==> config.mk <==
export PLATFORM = sky130hd
export DESIGN_NAME = counter_gen
export DESIGN_NICKNAME = d
export VERILOG_FILES = /design/src/rtl/counter_pkg.sv /design/src/rtl/counter_step.sv /design/src/rtl/counter_gen.sv
export SDC_FILE = /design/constraint.sdc
export NUM_CORES = 1
export LEC_CHECK = 0
export BUFFER_PORTS_ARGS = -buffer_cell sky130_fd_sc_hd__buf_4
export CORE_ASPECT_RATIO = 0.9
export CORE_MARGIN = 3
export CORE_UTILIZATION = 40
export CTS_CLUSTER_SIZE = 30
export DETAILED_ROUTE_END_ITERATION = 6
export RECOVER_POWER = 100
export SKIP_LAST_GASP = 1
export SLEW_MARGIN = 20
export SYNTH_ARGS = -nofsm -noshare
export SYNTH_HDL_FRONTEND = slang
export SYNTH_SLANG_ARGS = --single-unit
==> constraint.sdc <==
create_clock -name clk -period 3.14 [get_ports clk]
set_input_delay 0 -clock clk [delete_from_list [all_inputs] [get_ports clk]]
set_output_delay 0 -clock clk [all_outputs]
set_load 0.02 [all_outputs]
==> src/rtl/counter_pkg.sv <==
// counter_pkg: shared direction/mode constants and preload clamping for counter_gen
package counter_pkg;
  localparam int MAX_W = 64;
  localparam logic DIR_UP = 1'b1;
  localparam logic DIR_DN = 1'b0;
  localparam logic MODE_WRAP = 1'b0;
  localparam logic MODE_SAT = 1'b1;
  // Operands arrive zero-extended to MAX_W; caller truncates back to its width
  function automatic logic [MAX_W-1:0] load_val(input logic [MAX_W-1:0] pl, input logic [MAX_W-1:0] mx);
    return pl > mx ? mx : pl;
  endfunction
endpackage

==> src/rtl/counter_step.sv <==
// counter_step: combinational next count and boundary-event flag
module counter_step
  import counter_pkg::*;
#(
  parameter int WIDTH = 8
) (
  input  logic [WIDTH-1:0] cur,
  input  logic [WIDTH-1:0] max_val,
  input  logic             up_dn,
  input  logic             sat_mode,
  output logic [WIDTH-1:0] nxt,
  output logic             bnd
);
  logic up, sat, up_bnd, dn_bnd, dn_over;
  logic [WIDTH-1:0] up_nxt, dn_nxt;
  assign up = up_dn == DIR_UP;
  assign sat = sat_mode == MODE_SAT;
  assign up_bnd = cur >= max_val;
  assign dn_bnd = cur == '0;
  // count above a lowered max_val snaps down to it without a boundary event
  assign dn_over = cur > max_val;
  assign up_nxt = up_bnd ? (sat ? max_val : '0) : cur + WIDTH'(1);
  assign dn_nxt = dn_over ? max_val : dn_bnd ? (sat ? '0 : max_val) : cur - WIDTH'(1);
  assign nxt = up ? up_nxt : dn_nxt;
  assign bnd = up ? up_bnd : dn_bnd;
endmodule

==> src/rtl/counter_gen.sv <==
// counter_gen: parametrised up/down counter with terminal value, wrap/saturate, tc pulse and sticky ovf
module counter_gen
  import counter_pkg::*;
#(
  parameter int WIDTH = 8,
  parameter int PL_WIDTH = 4
) (
  input  logic                clk,
  input  logic                reset,
  input  logic                enable,
  input  logic                preload,
  input  logic [PL_WIDTH-1:0] pl_data,
  input  logic                up_dn,
  input  logic                sat_mode,
  input  logic [WIDTH-1:0]    max_val,
  input  logic                clr_ovf,
  output logic [WIDTH-1:0]    cout,
  output logic                tc,
  output logic                ovf
);
  logic [WIDTH-1:0] nxt, ld;
  logic bnd, step, evt;
  counter_step #(.WIDTH(WIDTH)) u_step (
    .cur(cout),
    .max_val(max_val),
    .up_dn(up_dn),
    .sat_mode(sat_mode),
    .nxt(nxt),
    .bnd(bnd)
  );
  assign ld = WIDTH'(load_val(MAX_W'(pl_data), MAX_W'(max_val)));
  assign step = enable & ~preload;
  assign evt = step & bnd;
  // a boundary event outranks a coincident clr_ovf
  always_ff @(posedge clk) begin
    if (reset) begin
      cout <= '0;
      tc <= 1'b0;
      ovf <= 1'b0;
    end else begin
      cout <= preload ? ld : step ? nxt : cout;
      tc <= evt;
      ovf <= evt | (ovf & ~clr_ovf);
    end
  end
endmodule

==> results.yml <==
floorplanning:
  io_pins: 29
  fp.dieW_um: 67.7
  core_area_sq_mm: 0.00316
  start_util_pct: 43.3
  num_rows: 19
  die_height_um: 61.5
  dieArea_sq_mm: 0.00416
sta:
  clock_skew_ns: 0.00406
  drv_slew: 0
  worstMarginPinSlew_ns: 0.637
  finalSetupTns_ns: 0
  fin_crit_ns: 2.50
  fin_ws_ns: 0.639
  finalCritPeriodShare_pct: 79.7
  slew-limit-headroom_pct: 57.5
  setup_violations: 0
  rsz0062_at_grt: "false"
  timing.fmax_mhz: 400
  hold_violations: 0
finish:
  final_cell_mix: "19 x nand2_1, 18 x buf_4, 15 x ha_1"
  fin_nets: 230
  insertedDiodeCount: 0
  fillers: 325
  final_common_cell: "nand2_1"
  drive_gt1_share_pct: 19.1
  multiInputGateArea_sq_mm: 0.00101
  seq_area_sq_um: 200
  area_delta_synth_final_pct: 12.5
global_route:
  busiest_layer: "met2"
  grt_pass1_wl_um: 6480
  gr-total-overflow: 0
  use_met1_pct: 30.3
  grt_max_degree: 20
  use_met2_pct: 32.2
  track_usage_pct: 20.8
  grt_pass1_vias: 1308
  antenna_found_initial: 0
  grtUsageMet3_pct: 3.10
route:
  postRouteAntennaNets: 0
  vias: 1395
  wl_um: 3910
  drt-initial-drc-count: 108
  drc: 0
  viasPerCell: 5.91
  drt-pass1-iter-count: 4
  post_drt_wl_per_cell_um: 16.6
worst_setup_path:
  path_class: "reg2reg"
  crit_start: "cout[5]"
  startpoint_type: "flip-flop"
  crit_slowest_cell: "dfxtp_1"
  crit_required_ns: 3.26
  crit_path_end_kind: "flip-flop"
  cp_top_family: "compound AO/OA/AOI/OAI gates"
  r2r-start: "cout[5]"
  worst-path-buf-inv: 1
  crit_fanout: 8
  path_cells: "ha_1 > a21oi_1 > o21a_1 > inv_1 > o22ai_1 > o21ai_4 > a221oi_1 > o31ai_1"
  arrival_ns: 2.62
  slowest_delay_ns: 0.54
synthesis:
  syn_avg_cell_area_sq_um: 8.01
  synth-async-reset-ratio_pct: 0
  synthesis.nets: 205
  synth_edf_count: 0
  synthFlopType: "dfxtp_1"
  synth_seq_area_share_pct: 14.6
  synth-seq-cells: 10
  ys.warnings.count: 0
  ys_types: 46
  synth_cells: 171
  netlist_area_sq_mm: 0.00137
placement:
  pre_cts_slack_ns: 0.909
  place_congestion: 0.980
  placement.io_buffers: 28
  place_hpwl_um: 2950
clock_tree:
  clkTransAtPathRegs_ns: 0.06
  numCtsBuffers: 3
  root_buffer: "clkbuf_8"
  cts_tree: "yes"
  worstSkewPairLatency_ns: 0.24
  h-tree-depth: 1
  cts_buffer_depth: 2
  clock-sinks: 10
  post-cts-setup-buffers: 0
min_path:
  holdCritPathClass: "in2reg"
  min_from: "clr_ovf"
power:
  cellLeakagePower_nw: 0.684
  ir_drop_v: 0.000239
  powerDensity_mw_per_mm2: 339
status:
  outcome: "finished, final reports clean"
job:
  cap_violations: 0
path summary, 6_finish.rpt:
kind         depth (start not counted)  slack [ns]      end
max reg2reg                          8        0.64  cout[7]
max                                  8        0.64  cout[7]
min reg2reg                          1        0.46      ovf
min                                  3        0.07      ovf
area by class of cell:
type,instances,share of cell area [%]
timing repair buffer,30,12.1
multi-input combinational,138,65.7
tap,42,3.41
inverter,13,3.17
clock buffer,3,2.68
sequential,10,13.0
cell usage after synthesis, drive strengths merged (3+ instances only):
library cell	n	area, sq um
xnor2	5	43.8
a221oi	6	58.8
o21ai	8	51.3
ha	15	188
mux2	6	67.6
a21oi	11	55.1
nand4	4	25.0
mux2i	3	30.0
nand3	10	50.1
nand2	19	71.3
dfxtp	10	200
inv	13	48.8
nor3b	4	30.0
nor3	4	20.0
o32ai	3	26.3
o211ai	4	35.0
buf	9	93.8
nor2	7	36.3
and3	4	26.3
xor2	5	43.8
state kept, by name, summed over array words and instances, names as in the netlist:
register,cells
ovf,1
tc,1
cout,8
kinds of logic after synthesis:
group	after synthesis	share of synthesized area, %
AND/OR/NAND/NOR	60	23.3
AO/OA/AOI/OAI	44	23.8
buffers and inverters	23	11.1
adder cells (fa/ha/maj)	15	13.7
XOR/XNOR	10	6.39
flip-flops	10	14.6
multiplexers	9	7.12
worst min-delay path, stage by stage:
cell and delay [ns]:
buf_4 0.07, nor2_1 0.03, a21o_1 0.16
per-stage QoR:
stage / instance area (sq um) / power [mW] / hold WS [ns] / utilization, % / instances
after floorplan: 1370 / 0.329 / 0.0943 / - / 171
after global placement: 1540 / 0.382 / 0.241 / 48.6 / 232
after detailed placement: 1540 / 0.386 / 0.246 / 48.6 / 232
after CTS: 1590 / 0.528 / 0.0580 / 50.3 / 236
after global routing: 1540 / 0.561 / 0.0741 / 48.8 / 236
final: 1540 / 0.522 / 0.0704 / 48.8 / 236
what timing repair did:
item | CTS | global route
gates resized for setup | 0 | 0
endpoints found under the hold margin | 1 | 0
hold buffers | 1 | 0
layer usage:
layer / up-vias / share of wire (%)
li1: 674 / -
met1: 672 / 50
met2: 47 / 44
met3: 2 / 6.0
met4: 0 / 0.44
met5: - / 0
power breakdown:
| part | switching, mW | internal, mW |
|---|---|---|
| logic | 0.124 | 0.101 |
| registers | 0.0199 | 0.135 |
| clock network | 0.0575 | 0.0846 |
Note: power is estimated with default switching activity, not from simulation.
